File: config.mk
export PLATFORM = sky130hd
export DESIGN_NAME = smsdac_seq
export DESIGN_NICKNAME = d
export VERILOG_FILES = /design/src/rtl/smsdac_seq.sv
export SDC_FILE = /design/constraint.sdc
export NUM_CORES = 1
export LEC_CHECK = 0
export ABC_AREA = 1
export CORE_MARGIN = 2
export CORE_UTILIZATION = 57
export DETAILED_ROUTE_END_ITERATION = 12
export HOLD_SLACK_MARGIN = 0.15
export PLACE_DENSITY_LB_ADDON = 0.25
export SKIP_CTS_REPAIR_TIMING = 1
export SLEW_MARGIN = 20
export SYNTH_ARGS = -nofsm -noshare
export SYNTH_HDL_FRONTEND = slang
export SYNTH_SLANG_ARGS = --single-unit
File: constraint.sdc
create_clock -name clk -period 3.6 [get_ports clk]
set_input_delay 0.36 -clock clk [delete_from_list [all_inputs] [get_ports clk]]
set_output_delay 0.36 -clock clk [all_outputs]
set_load 0.05 [all_outputs]
File: src/rtl/smsdac_seq.sv
// rtl/smsdac_seq.sv - update-rate sequencer feeding a mismatch-shaping DAC core
// Sources: buffered stream, ramp, triangle or mute code, applied once per divider tick.
module smsdac_seq #(
  parameter int DIV_W = 8
) (
  input  logic             clk,
  input  logic             rst,
  input  logic             en,
  input  logic [1:0]       mode,
  input  logic [DIV_W-1:0] div,
  input  logic [7:0]       code_in,
  input  logic             code_valid,
  output logic             code_ready,
  output logic [7:0]       dac_code,
  output logic             dac_stb,
  output logic             underrun,
  output logic             running
);

  typedef enum logic {S_IDLE, S_RUN} state_t;

  localparam logic [1:0] M_STREAM = 2'b00;
  localparam logic [1:0] M_RAMP   = 2'b01;
  localparam logic [1:0] M_TRI    = 2'b10;
  localparam logic [1:0] M_MUTE   = 2'b11;

  state_t           state_q, state_d;
  logic [DIV_W-1:0] cnt_q, cnt_d;
  logic [7:0]       code_q, code_d;
  logic             stb_q, stb_d;
  logic             full_q, full_d;
  logic [7:0]       buf_q, buf_d;
  logic             urun_q, urun_d;
  logic             dir_q, dir_d;
  logic             last_tri_q, last_tri_d;

  logic tick;
  logic stream_tick;
  logic accept;
  logic dir_eff;

  assign tick        = (state_q == S_RUN) && (cnt_q == div);
  assign stream_tick = tick && (mode == M_STREAM);
  // Only a STREAM tick frees the slot; other modes must not overwrite a held sample.
  assign code_ready  = !full_q || stream_tick;
  assign accept      = code_valid && code_ready;
  assign dir_eff     = last_tri_q ? dir_q : 1'b1;

  always_comb begin
    state_d    = state_q;
    cnt_d      = '0;
    code_d     = code_q;
    stb_d      = tick;
    full_d     = full_q;
    buf_d      = buf_q;
    urun_d     = urun_q;
    dir_d      = dir_q;
    last_tri_d = last_tri_q;

    case (state_q)
      S_IDLE:  if (en) state_d = S_RUN;
      S_RUN:   if (!en) state_d = S_IDLE;
      default: state_d = S_IDLE;
    endcase

    if (state_q == S_RUN && en) begin
      cnt_d = tick ? '0 : cnt_q + DIV_W'(1);
    end

    if (state_q == S_IDLE) begin
      urun_d = 1'b0;
    end

    if (tick) begin
      last_tri_d = (mode == M_TRI);
      case (mode)
        M_STREAM: begin
          if (full_q) begin
            code_d = buf_q;
            full_d = 1'b0;
          end else begin
            urun_d = 1'b1;
          end
        end
        M_RAMP: code_d = code_q + 8'd1;
        M_TRI: begin
          if (dir_eff) begin
            if (code_q == 8'hFF) begin
              code_d = 8'hFE;
              dir_d  = 1'b0;
            end else begin
              code_d = code_q + 8'd1;
              dir_d  = 1'b1;
            end
          end else begin
            if (code_q == 8'h00) begin
              code_d = 8'h01;
              dir_d  = 1'b1;
            end else begin
              code_d = code_q - 8'd1;
              dir_d  = 1'b0;
            end
          end
        end
        M_MUTE:  code_d = 8'h80;
        default: code_d = code_q;
      endcase
    end

    if (accept) begin
      buf_d  = code_in;
      full_d = 1'b1;
    end
  end

  always_ff @(posedge clk) begin
    if (rst) begin
      state_q    <= S_IDLE;
      cnt_q      <= '0;
      code_q     <= 8'h80;
      stb_q      <= 1'b0;
      full_q     <= 1'b0;
      buf_q      <= 8'h00;
      urun_q     <= 1'b0;
      dir_q      <= 1'b1;
      last_tri_q <= 1'b0;
    end else begin
      state_q    <= state_d;
      cnt_q      <= cnt_d;
      code_q     <= code_d;
      stb_q      <= stb_d;
      full_q     <= full_d;
      buf_q      <= buf_d;
      urun_q     <= urun_d;
      dir_q      <= dir_d;
      last_tri_q <= last_tri_d;
    end
  end

  assign dac_code = code_q;
  assign dac_stb  = stb_q;
  assign underrun = urun_q;
  assign running  = (state_q == S_RUN);

endmodule

==> run summary <==
fin nets: 398
critical path class: input pin to primary output
slew at the pin with the worst max-slew slack: 0.559 ns
sw frac: 25.7%
Clock Power Share: 31.6%
crit path time final: 2.82 ns
ratio of cells with drive above 1 in the final layout: 6.15%
Reg clk slew, reported paths: 0.09 ns
startpoint types: input pin
reg2reg path depth: 9
worst skew pair latency: 0.32 ns
met2 Resource Use GR: 40.1%
P&R area growth vs syn: 20.7%
worst-path fanout max: 18
die width: 63.6 um
met3 Use GR: 6.07%
WHS Endpoint: underrun$_SDFF_PP0_
reg2reg start: dac_code[0]$_SDFFE_PP0P_
Syn Std Cell Area: 2030 um2
Pleak: 0.00112 uW
Global Route Usage Sum: 24.8%
Via Count: 2,149
sw power: 165 uW
clk root buf: clkbuf_4
dpl hpwl: 3600 um
Setup TNS: 0 ns
Synth warnings: 0
number of global-route vias before repair: 1,911
total gr overflow: 0
#FFs+latches synth: 30
critical path cell sequence: clkdlybuf4s50_1 -> inv_1 -> nand2_1 -> nand2_1 -> nor2_1 -> nand2_1 -> nor2_2 -> nand3_2 -> nand2_4 -> clkdlybuf4s50_1
largest net degree at the start of global routing: 19
Antenna Nets Post-Route: 0
CTS tree: built
Comb power frac: 14.3%
Cells after Synth: 338
Clock Sinks: 30
crit path DAT: 2.46 ns
internal power: 477 uW
GPL Wtd Cong: 0.904
row count: 21
max_slew headroom: 62.6%
Critical Path Sink Type: primary output
Fill cells: 333
Initial Util: 60.3%
hold path cells: 2
final hold slack: 0.476 ns
status: complete, no violations
PortBufs: 33
total power: 642 uW
Mapped Nets: 363
Avg Cell Area, Syn: 6.00 um2
first-pass GRT wire length: 8110 um
Setup Skew: 0.00861 ns
Max-Cap Viols: 0
antenna violations before repair: 0
fin. max-slew vios: 0
Die Y: 63.6 um
Crit path largest cell delay: 0.84 ns
final core utilization: 72.7%
I/O Pins: 34
Most Used Layer, Global Route: met2
most used cell, CP: nand2_1
CP max-delay cell: clkdlybuf4s50_1
Cell Count, Final, Fillers Out: 420
H-tree levels: 2
Critical Path RT: 3.24 ns
initial detailed-routing violation count: 123
Reg power frac: 54.0%
Tcrit/Tclk final: 78.3%
r2r endpoint: dac_code[1]$_SDFFE_PP0P_
routed wire length: 4670 um
Inserted Clock Buffers: 5
DR pass1 iterations: 5
drt wl/cell: 11.1 um
# setup viols final: 0
distinct cell type count after synthesis: 31
Hold Vio Cnt, Final: 0
vias per cell: 5.12
Power Density: 262 nW/um2
met1 GRT Util: 34.0%
Core ar.: 3360 um2
achievable frequency: 0.355 GHz
RSZ-0062 raised after global routing: false
Tightest Hold Check Type: register to register
Ant. Diodes: 0
worst min-delay path startpoint: underrun$_SDFF_PP0_
DRC: 0
reg2reg setup slack: 1.75 ns
Clock Path Buffers: 2
Max IR drop VDD: 190 uV
dpl cells: 412
part of the Yosys area used for sequential elements: 29.6%
full die area: 4050 um2
==> critical path, delay by kind of cell <==
family / cells / cell delay [ns]
buffers and inverters: 3 / 1.37
and+or+nand+nor: 7 / 0.72
==> routing by layer <==
layer / up-vias / routed length (um)
li1: 1139 / -
met1: 939 / 2340
met2: 67 / 2050
met3: 4 / 253
met4: 0 / 24
met5: - / 0
==> per-stage QoR <==
stage,setup slack (ns),cell area (um2)
after floorplan,1.71,2030
after global placement,0.806,2390
after detailed placement,0.774,2390
after CTS,0.772,2450
after global routing,0.604,2450
final,0.781,2450
==> layout by cell type, fill, tap and decap left out, drive strengths merged, types with 2 or more instances in the layout <==
| cell | netlist | final |
|---|---|---|
| a21oi | 22 | 22 |
| clkbuf | 2 | 7 |
| clkdlybuf4s50 | 0 | 33 |
| dfxtp | 30 | 30 |
| ha | 3 | 3 |
| inv | 55 | 55 |
| nand2 | 88 | 88 |
| nand3 | 30 | 30 |
| nand3b | 4 | 4 |
| nand4 | 6 | 6 |
| nor2 | 62 | 62 |
| nor3 | 3 | 3 |
| o21ai | 16 | 16 |
| xnor2 | 2 | 2 |
| xor2 | 5 | 5 |
==> state kept, by name (all words and copies together), names as in the netlist <==
signal and count:
buf_q 8, cnt_q 8, dac_code 8, dac_stb 1, dir_q 1, full_q 1, last_tri_q 1, running 1
underrun 1
==> Yosys cell counts, drive strengths merged <==
library cell / n / area (um2)
nor3: 3 / 26.3
o211ai: 1 / 7.51
xnor2: 2 / 17.5
nand4: 6 / 37.5
o21a: 1 / 7.51
nand3b: 4 / 30.0
nor3b: 1 / 7.51
xor2: 5 / 43.8
a22o: 1 / 8.76
buf: 3 / 21.3
ha: 3 / 37.5
o21ai: 16 / 80.1
nand2: 88 / 345
a22oi: 1 / 7.51
nor2: 62 / 248
clkbuf: 2 / 7.51
inv: 55 / 206
a31oi: 1 / 6.26
o211a: 1 / 10.0
nand3: 30 / 160
a21oi: 22 / 110
dfxtp: 30 / 601
==> worst max-delay path by stage <==
stage	startpoint	endpoint	slack (ns)	depth (start not counted)
after floorplan	dac_code[0]$_SDFFE_PP0P_	dac_code[1]$_SDFFE_PP0P_	1.71	9
after global placement	div[5]	code_ready	0.81	10
after detailed placement	div[5]	code_ready	0.77	10
after CTS	div[5]	code_ready	0.77	10
after global routing	div[5]	code_ready	0.60	10
final	div[5]	code_ready	0.78	10
==> power by group through the flow <==
| stage | logic, uW | registers [uW] | clock network, uW |
|---|---|---|---|
| after floorplan | 53.0 | 355 | 0 |
| after global placement | 89.1 | 354 | 0 |
| after detailed placement | 91.1 | 355 | 0 |
| after CTS | 91.5 | 347 | 210 |
| after global routing | 104 | 349 | 226 |
| final | 91.9 | 347 | 203 |
==> cell type report <==
type | count | area (um2) | area share, %
Multi-Input combinational cell | 248 | 1190 | 48.7
Sequential cell | 30 | 601 | 24.6
Timing Repair Buffer | 33 | 330 | 13.5
Inverter | 55 | 206 | 8.44
Tap cell | 46 | 57.6 | 2.35
Clock buffer | 7 | 55.1 | 2.25
Clock inverter | 1 | 5.00 | 0.205
==> cells by family after synthesis <==
kind of cell / count (synthesis) / synth area share [%]
AND/OR/NAND/NOR: 194 / 42.2
buffers and inverters: 60 / 11.6
AO/OA/AOI/OAI: 44 / 11.7
flip-flops: 30 / 29.6
XOR/XNOR: 7 / 3.02
adder cells (fa/ha/maj): 3 / 1.85
Power figures use the tool's default switching activity.
